### config.mk
export PLATFORM = sky130hd
export DESIGN_NAME = irq_ctrl
export DESIGN_NICKNAME = d
export VERILOG_FILES = /design/src/rtl/irq_ctrl.sv
export SDC_FILE = /design/constraint.sdc
export NUM_CORES = 1
export LEC_CHECK = 0
export ABC_AREA = 1
export CAP_MARGIN = 20
export CORE_UTILIZATION = 42
export CTS_BUF_LIST = sky130_fd_sc_hd__clkbuf_16
export DETAILED_ROUTE_END_ITERATION = 10
export PLACE_DENSITY = 0.84
export SLEW_MARGIN = 10
export SYNTH_ARGS = -nofsm -noshare
export SYNTH_HDL_FRONTEND = slang
export SYNTH_SLANG_ARGS = --single-unit
### constraint.sdc
create_clock -name clk -period 0.96 [get_ports clk]
set_clock_uncertainty 0.15 [all_clocks]
set_input_delay 0.24 -clock clk [delete_from_list [all_inputs] [get_ports clk]]
set_output_delay 0.24 -clock clk [all_outputs]
set_load 0.01 [all_outputs]
### src/rtl/irq_ctrl.sv
// Interrupt producer: synchronizes device lines, detects edge/level requests and
// holds them pending until a non-stalled delivery cycle. Optional IRQ_LOST_EN adds lost-request flags.
module irq_ctrl #(
    parameter int unsigned NUM_IRQ     = 16,
    parameter int unsigned SYNC_STAGES = 2,
    parameter logic [15:0] EDGE_MASK   = 16'hFFFF
) (
    input  logic               clk,
    input  logic               rst_n,
    input  logic [NUM_IRQ-1:0] irq_in,
    input  logic [NUM_IRQ-1:0] irq_enable,
    input  logic               stall,
    output logic [15:0]        interrupts,
    output logic [NUM_IRQ-1:0] irq_ack,
`ifdef IRQ_LOST_EN
    output logic [NUM_IRQ-1:0] irq_lost,
    input  logic [NUM_IRQ-1:0] irq_lost_clr,
`endif
    output logic               irq_busy
);

    logic [SYNC_STAGES-1:0][NUM_IRQ-1:0] sync_q;
    logic [NUM_IRQ-1:0] s;
    logic [NUM_IRQ-1:0] p;
    logic [NUM_IRQ-1:0] pend;
    logic [NUM_IRQ-1:0] req;
    logic [NUM_IRQ-1:0] edge_sel;

    assign edge_sel = EDGE_MASK[NUM_IRQ-1:0];
    assign s        = sync_q[SYNC_STAGES-1];

    always_ff @(posedge clk or negedge rst_n) begin
        if (!rst_n) begin
            sync_q <= '0;
            p      <= '0;
        end else begin
            sync_q[0] <= irq_in;
            for (int unsigned k = 1; k < SYNC_STAGES; k++)
                sync_q[k] <= sync_q[k-1];
            p <= s;
        end
    end

    // Level lines only request while not already pending, so a held line re-pends after each delivery.
    always_comb begin
        req = irq_enable & ((edge_sel & s & ~p) | (~edge_sel & s & ~pend));
    end

    always_ff @(posedge clk or negedge rst_n) begin
        if (!rst_n) begin
            pend    <= '0;
            irq_ack <= '0;
        end else if (!stall) begin
            pend    <= req;
            irq_ack <= pend;
        end else begin
            pend    <= pend | req;
            irq_ack <= '0;
        end
    end

    always_comb begin
        interrupts                = '0;
        interrupts[NUM_IRQ-1:0]   = pend;
    end

    assign irq_busy = |pend;

`ifdef IRQ_LOST_EN
    logic [NUM_IRQ-1:0] lost_set;

    // A new edge merging into a bit that is held pending (not delivered this cycle) is lost.
    assign lost_set = edge_sel & req & pend & {NUM_IRQ{stall}};

    always_ff @(posedge clk or negedge rst_n) begin
        if (!rst_n)
            irq_lost <= '0;
        else
            irq_lost <= (irq_lost & ~irq_lost_clr) | lost_set;
    end
`endif

endmodule

==> results of run 1 <==
==> sequential cells by signal, summed over array words and instances (netlist names) <==
register / flops
irq_ack: 16
sync_q: 16
s: 16
p: 16
interrupts: 16
==> stage by stage <==
step	setup TNS (ns)	area (µm²)
after floorplan	-0.166	2450
after global placement	-22.73	3390
after detailed placement	-23.14	3390
after CTS	-11.30	3720
after global routing	-12.24	3730
final	-11.26	3730
==> timing repair <==
item | CTS | global route
hold buffers | 1 | 0
endpoints found under the setup margin | 56 | 58
buffers inserted | 9 | 5
pin swaps | 5 | 1
resized for setup | 168 | 21
hold endpoints to repair | 80 | 0
==> cells in the mapped netlist, drive strengths merged <==
cell type,n
o21ai,16
nor2,26
inv,17
nand3b,16
dfrtp,80
buf,3
nand2,5
==> power groups by stage <==
| stage | logic [mW] | clock network, mW | registers [mW] |
|---|---|---|---|
| global placement | 0.740 | 0 | 3.68 |
| floorplan | 0.159 | 0 | 3.74 |
| finish | 0.818 | 3.52 | 3.65 |
| global route | 0.879 | 3.73 | 3.67 |
| detailed placement | 0.753 | 0 | 3.70 |
| CTS | 0.797 | 3.53 | 3.64 |
==> cells by family after synthesis <==
group           Yosys count  synth area share (%)
simple gates             47                  9.65
flops                    80                  81.7
buf+inv                  20                  3.83
compound gates           16                  4.80
==> routing by layer <==
layer / vias up / part of all wire (%) / global-route usage [%]
li1: 712 / - / -
met1: 775 / 37 / 20.9
met2: 58 / 55 / 33.8
met3: 12 / 5.0 / 5.81
met4: 0 / 3.0 / 10.4
met5: - / 0 / 0
==> how the worst max path moves through the flow <==
| stage | startpoint | end | slack, ns | depth (start not counted) |
|---|---|---|---|---|
| after floorplan | interrupts[6] | irq_busy | -0.17 | 4 |
| after global placement | interrupts[6] | irq_busy | -0.59 | 5 |
| after CTS | interrupts[8] | irq_busy | -0.67 | 5 |
| final | interrupts[1] | irq_busy | -0.75 | 5 |
| after global routing | interrupts[1] | irq_busy | -0.81 | 5 |
| after detailed placement | interrupts[8] | irq_busy | -0.62 | 5 |
==> area by class of cell <==
class	count	area, µm²
Tap cell	72	90.1
Sequential cell	80	2000
Clock inverter	7	86.3
Fill cell	385	1840
Clock buffer	9	225
Timing Repair Buffer	90	901
Inverter	17	71.3
Multi-Input combinational cell	63	357
==> flow_summary.yaml, run 1 <==
clock_network:
  path_clk_slew_ns: 0.07
  numCtsBuffers: 9
  cts_root_buffer: "clkbuf_16"
  cts.sinks: 80
  clk_latency_ns: 0.34
  cts_tree: "built"
  clockBufferDepth: 2
  cts_max_level: 3
synthesis:
  syn_inst: 163
  synth.top_cell.area_share_pct: 81.7
  ys_seq_area_share_pct: 81.7
  syn-cell-area_um2: 2450
  synth_largest_area_cell: "dfrtp_1"
  yosysWarnings: 0
  synthTopCellsByArea: "dfrtp_1 82%, nand3b_1 4.9%, nor2_1 4.0%"
  syn_area_per_cell_um2: 15.0
  ys_ff_latch: 80
  yosys.cell_types.count: 10
  syn_nets: 198
cells_and_area:
  drive_above_1_share_pct: 35.0
  final_cell_mix: "80 x dfrtp_1, 35 x buf_6, 32 x clkdlybuf4s50_1"
  instances_no_fill: 338
  antenna_cells: 0
  nets: 296
  layout_commonest_cell: "dfrtp_1"
  final_core_util_pct: 67.0
  area_growth_pct: 52.3
power:
  p_sw_mw: 1.90
  p_int_mw: 6.09
  p_comb_share_pct: 10.2
  clkPwrFrac_pct: 44.0
  vdd_drop_max_mv: 1.17
  swShare_pct: 23.8
  pwr-share-seq_pct: 45.7
  p_leak_nw: 1.78
  total_power_mw: 7.99
  p_per_area_nw_per_um2: 2140
placement:
  place_inst: 320
  dpl.hpwl_um: 3310
  placement.io_buffers: 67
  gp_congestion: 0.766
  place_ws_ns: -0.621
die:
  rows: 27
  fp.coreArea_um2: 5570
  die_y_um: 78.4
  ios: 68
  dieArea_um2: 6140
  initial_utilization_pct: 44.0
  die_x_um: 78.4
worst_setup_path:
  cp_num_buf_inv: 1
  crit_type: "flip-flop to output port"
  cp.arrival_ns: 1.32
  end_kind: "output port"
  required_ns: 0.57
  r2r_slack_ns: -0.02
  cp_cell_sequence: "nor2_1 > nand2_1 > nor2_1 > nand2_1 > buf_2"
  slowest_stage: "dfrtp_1"
  max_stage_delay_ns: 0.41
  startpoint_type: "flip-flop"
  ff2ff_path_depth: 4
  crit_family: "simple AND/OR/NAND/NOR gates"
  rr_startpoint: "interrupts[12]"
  crit_fanout: 2
  r2r_end: "interrupts[12]"
timing:
  drv_slew: 0
  tightestPinTransition_ns: 0.234
  fin_crit_ns: 1.71
  relSlewSlack_pct: 84.4
  final-setup-viol-count: 35
  rsz0062_at_grt: "yes"
  hold_ws_ns: 0.172
  fmax_ghz: 0.584
  finalCritPeriodShare_pct: 178
  finalHoldViolations: 0
  layout_setup_ws_ns: -0.751
global_routing:
  grt_pass1_vias: 1706
  antenna_found_initial: 0
  grt_start_max_net_pins: 22
  overflow: 0
  grt_use_total_pct: 19.3
  grt_pass1_wl_um: 8350
route:
  vias_per_cell: 4.61
  num_vias: 1557
  avgRoutedWirePerCell_um: 16.0
  finalWirelength_um: 5420
  drc: 0
  first_pass_iters: 4
  drt_iter0_drc: 129
  ant_nets: 0
job:
  drv_cap: 0
worst_hold_path:
  hp-class: "primary input to asynchronous set/reset pin"
run_status:
  failed_checks: "setup timing"
  status: "finished, violations left"
(Power assumes the default switching activity.)
==> run 2: changes to the inputs <==
- CAP_MARGIN: 20 -> 25
- GPL_ROUTABILITY_DRIVEN: unset -> 0
==> results of run 2 <==
Same layout as run 1: the final DEF is identical, and so are final timing and power.
==> patch 1 (settings of run 2) <==
`NUM_IRQ`: 16 -> 15.
--- a/src/rtl/irq_ctrl.sv
+++ b/src/rtl/irq_ctrl.sv
@@ -3,3 +3,3 @@
 module irq_ctrl #(
-    parameter int unsigned NUM_IRQ     = 16,
+    parameter int unsigned NUM_IRQ     = 15,
     parameter int unsigned SYNC_STAGES = 2,
Ports: changed (resized irq_ack, irq_enable and irq_in); port bits go from 68 to 65. No check against the original RTL was run, so the function may have changed too.
==> patch 1 against run 2 <==
  * Total power fell by 4.5%
  * Count of clock-buffer cells in the layout unchanged
  * Critical path depth did not move
  * Utilization increased by 0.13 points
  * Via count down 12%
  * Critical endpoint unchanged
  * Wire length decreased by 24%
  * The run still ends with negative setup slack left
  * Worst setup slack improved by 91 ps
  * Die area decreased by 5.5%
  * Final area decreased by 6.4%
  * Critical path type unchanged
  * Sequential cell count shrank 5
  * Synthesized area fell by 5.6%
==> patch 1: results (changes against run 2) <==
stage,metric,value,unit,change
drt,routed vias/inst,4.26,,-7.4%
placed_design,Cells after DPL,303,,-5.3%
drt,DR iter-0 viols,83,,-36%
synthesis,synth top area cells,"dfrtp_1 81%, nand3b_1 4.9%, nor2_1 3.9%, o21ai_2 3.8%, inv_1 2.4%",,
finish,fin nets,280,,-5.4%
synthesis,Yosys cell types,12,,+2
outcome,failing checks,negative setup slack,,
placed_design,PortBufs,63,,-6.0%
outcome,status,"finished, violations left",,
clock_tree,clk root buf,clkbuf_16,,
synthesis,post-synthesis sequential area ratio,81.2,%,-0.55 points
synthesis,"Avg Cell Area, Syn",14.9,um2,-0.75%
synthesis,post-synthesis net count,188,,-5.1%
global_routing,first-pass GRT wire length,6890,um,-17%
clock_tree,CTS Buf Count,9,,unchanged
global_routing,number of global-route vias before repair,1450,,-15%
global_routing,Tot GR Track Use,16.1,%,-3.2 points
pwr,Leak,0.00168,uW,-5.6%
timing,final worst slack,-660,ps,+91.3 ps
timing,final setup violation count,33,,-5.7%
global_routing,largest net degree at the start of global routing,36,,+64%
finish,layout cells sized above 1,32.9,%,-2.0 points
placed_design,HPWL after DPL,2770,um,-16%
drt,vias,1373,,-12%
synthesis,synth cell count leaders,"75 x dfrtp_1, 24 x nor2_1, 15 x inv_1, 15 x nand3b_1, 10 x o21ai_2",,
clock_tree,clock slew at reported path FFs,50,ps,-20 ps
==> patch 1: cell types whose count changed in the layout (fill, tap and decap cells not counted), moves of 2 or more <==
cell             delta
inv_2               -5
inv_6               -2
dfrtp_1             -5
inv_1               +6
nor2_1              -2
inv_8               -2
buf_4               +7
buf_12              -2
clkdlybuf4s50_1     -2
buf_6               -8
==> patch 1: repair_timing <==
action,CTS,global route
pin swaps,1,3
setup endpoints to repair,58,40
hold buffers,1,0
endpoints found under the hold margin,75,0
buffers inserted,2,7
resized for setup,149,14
==> patch 1: logic make-up after synthesis <==
kind of cell	count (synthesis)	synth area share [%]
AOI/OAI and AO/OA	15	4.87
other	1	0.162
buffers and inverters	20	4.22
and+or+nand+nor	44	9.58
DFF	75	81.2
==> patch 1: routing by layer <==
metal / GRT usage, % / part of all wire [%]
met5: 0 / 0
met4: 11.5 / 3.1
met3: 3.47 / 4.3
met2: 26.1 / 52
met1: 19.2 / 41
==> patch 1: path summary, 6_finish.rpt <==
kind,slack (ps),from,depth (start not counted),endpoint
max,-660,pend[3],5,irq_busy
max reg2reg,-30,pend[9],4,pend[9]
min reg2reg,200,sync_q[11],0,s[11]
max in group asynchronous,100,rst_n,3,p[3]
min in group clk,170,stall,2,irq_ack[1]
min,140,rst_n,2,sync_q[7]
==> patch 1: through the flow <==
stage                     setup TNS, ps  power (uW)  cell area, um2
after detailed placement         -21660        4150            3160
after CTS                        -10190        7660            3460
after floorplan                    -163        3660            2310
after global routing             -11180        7910            3490
after global placement           -21390        4130            3160
final                            -10260        7630            3490
==> patch 1: final cells by class <==
type / count / area share, %
sequential: 75 / 53.7
timing repair buffer: 85 / 23.0
multi-input combinational: 60 / 9.75
clock buffer: 9 / 6.45
clock inverter: 7 / 2.69
tap: 70 / 2.51
inverter: 16 / 1.86
==> patch 1: power groups by stage <==
stage / clock network (uW) / registers [uW] / logic [uW]
6_report: 3490 / 3410 / 723
4_1_cts: 3550 / 3410 / 703
3_5_place_dp: 0 / 3460 / 689
3_3_place_gp: 0 / 3450 / 680
2_1_floorplan: 0 / 3500 / 157
5_1_grt: 3690 / 3430 / 785
==> patch 1: worst max-delay path, stage by stage (launching register included) <==
cell and delay, ps:
dfrtp_1 390, nor2_1 130, nand2_1 70, nor2_1 100
nand2_1 70, buf_2 140
==> patch 2 (settings of run 2) <==
Made on the original files. Register the output `interrupts`, cleared by the reset; this adds one clock of latency there. The other outputs are not delayed to match.
--- a/src/rtl/irq_ctrl.sv
+++ b/src/rtl/irq_ctrl.sv
@@ -20,2 +20,4 @@
 );
+
+    logic [15:0] interrupts_d;
 
@@ -62,4 +64,4 @@
     always_comb begin
-        interrupts                = '0;
-        interrupts[NUM_IRQ-1:0]   = pend;
+        interrupts_d              = '0;
+        interrupts_d[NUM_IRQ-1:0]   = pend;
     end
@@ -82,2 +84,10 @@
 
+    always_ff @(posedge clk or negedge rst_n) begin
+        if (!rst_n) begin
+            interrupts <= '0;
+        end else begin
+            interrupts <= interrupts_d;
+        end
+    end
+
 endmodule
Check against the original RTL: not equivalent (a bounded check fails within 4 cycles, from zero or initial values and one cycle with rst_n low).
==> patch 2 against run 2 <==
  * The flow finishes with violations (design-rule violations, negative setup slack)
  * Critical path depth did not move
  * Register-to-register slack improved by 60 ps
  * Synthesized area is 16% higher
  * Worst setup slack improved by 100 ps
  * Largest power group unchanged
  * Hold slack got worse by 64 ps
  * Total power is 1.6% higher
  * Sequential cell count up 16
  * Final area grew 4.8%
  * Wire length fell by 11%
==> patch 2: results (changes against run 2) <==
stage,metric,value,unit,change
outcome,status,"finished, violations left",,
outcome,failing checks,"design-rule violations, negative setup slack",,
drt,DR iter-0 viols,72,,-44%
setup_path,Worst Path Arrival,1220,ps,-100 ps
synthesis,post-synthesis sequential area ratio,84.3,%,+2.6 points
pwr,peak supply drop,1.11,mV,-5.2%
global_routing,number of global-route vias before repair,1753,,+2.8%
placed_design,HPWL after DPL,3360,um,+1.5%
pwr,Leak,0.00193,uW,+8.7%
finish,layout cells sized above 1,31.8,%,-3.2 points
timing,final setup violation count,33,,-5.7%
synthesis,synth cell count leaders,"96 x dfrtp_1, 26 x nor2_1, 16 x inv_1, 16 x nand3b_1, 10 x o21ai_2",,
synthesis,cell with the most instances after synthesis,dfrtp_1,,
setup_path,FF-to-FF path depth,3,,-1
setup_path,reg-to-reg setup timing slack,40,ps,+60 ps
finish,fin nets,313,,+5.7%
global_routing,first-pass GRT wire length,8220,um,-1.5%
drt,DRC viols,4,,+4
synthesis,post-synthesis net count,214,,+8.1%
setup_path,R2R Path End,interrupts_d[15],,
drt,Routed WL,4810,um,-11%
placed_design,Placed Area,3760,um2,+11%
clock_tree,clk buf depth,2,,unchanged
drt,vias,1613,,+3.6%
synthesis,synth top area cells,"dfrtp_1 84%, nand3b_1 4.2%, nor2_1 3.4%, o21ai_2 3.1%, inv_1 2.1%",,
hold_path,Hold WC Path Type,in2async,,
global_routing,largest net degree at the start of global routing,59,,+170%
global_routing,Tot GR Track Use,15.9,%,-3.4 points
timing,headroom to the max-slew limit,80.5,%,-3.9 points
setup_path,RR Startpoint,interrupts_d[15],,
drt,TritonRoute pass-1 iters,9,,+5
timing,final worst slack,-649,ps,+103 ps
global_routing,initial antenna violation count,0,,unchanged
## patch 2: worst max path at each step
stage,startpoint,to,slack (ps)
2_1_floorplan,interrupts_d[6],irq_busy,-120
3_3_place_gp,interrupts_d[6],irq_busy,-600
3_5_place_dp,interrupts_d[0],irq_busy,-630
4_1_cts,interrupts_d[0],irq_busy,-680
5_1_grt,interrupts_d[14],irq_busy,-720
6_report,interrupts_d[0],irq_busy,-650
## patch 2: layout make-up
type	instances	area (um2)
clock buffer	9	225
clock inverter	7	31.3
fill	512	2550
inverter	17	68.8
multi-input combinational	63	364
sequential	96	2400
tap	77	96.3
timing repair buffer	90	717
timing repair inverter	1	7.51
## patch 2: repair_timing
action / in CTS / in global routing
cloned: 1 / 0
hold endpoints to repair: 96 / 0
setup endpoints to repair: 59 / 45
gates resized for setup: 137 / 14
pin swaps: 2 / 2
hold buffers: 1 / 0
buffers inserted: 3 / 2
## patch 2: layer usage
layer / wire length [um] / share of wire [%] / track usage [%]
met1: 1920 / 40 / 18.5
met2: 2450 / 51 / 24.7
met3: 240 / 5.0 / 5.51
met4: 199 / 4.1 / 11.4
met5: 0 / 0 / 0
## patch 2: worst max-delay path, cell delays in order (launching register included)
cell and delay (ps):
dfrtp_1 400, nor2_1 120, nand2_1 70, nor2_1 100
nand2_1 60, buf_2 130
## patch 2: kinds of logic (layout without fill, tap and decap cells)
family                 Yosys count  in the layout  synth area share [%]
flip-flops                      96             96                  84.3
AND/OR/NAND/NOR                 47             47                  8.30
buffers and inverters           20            124                  3.29
AO/OA/AOI/OAI                   16             16                  4.13
## patch 2: per-stage QoR
stage	hold WS, ps	setup WS (ps)	TNS [ps]	total power, uW	instances
3_5_place_dp	-104	-625	-21740	5200	340
5_1_grt	118	-716	-9900	8470	360
6_report	109	-649	-8940	8120	360
2_1_floorplan	-206	-116	-116	4640	179
4_1_cts	80.8	-680	-9380	8190	360
3_3_place_gp	-104	-597	-21400	5170	340
## patch 2: where the power goes
group	internal [uW]	total, uW	switching (uW)
sequential	4290	4380	89.0
clock	1710	3060	1350
combinational	353	683	330
total	6350	8120	1770
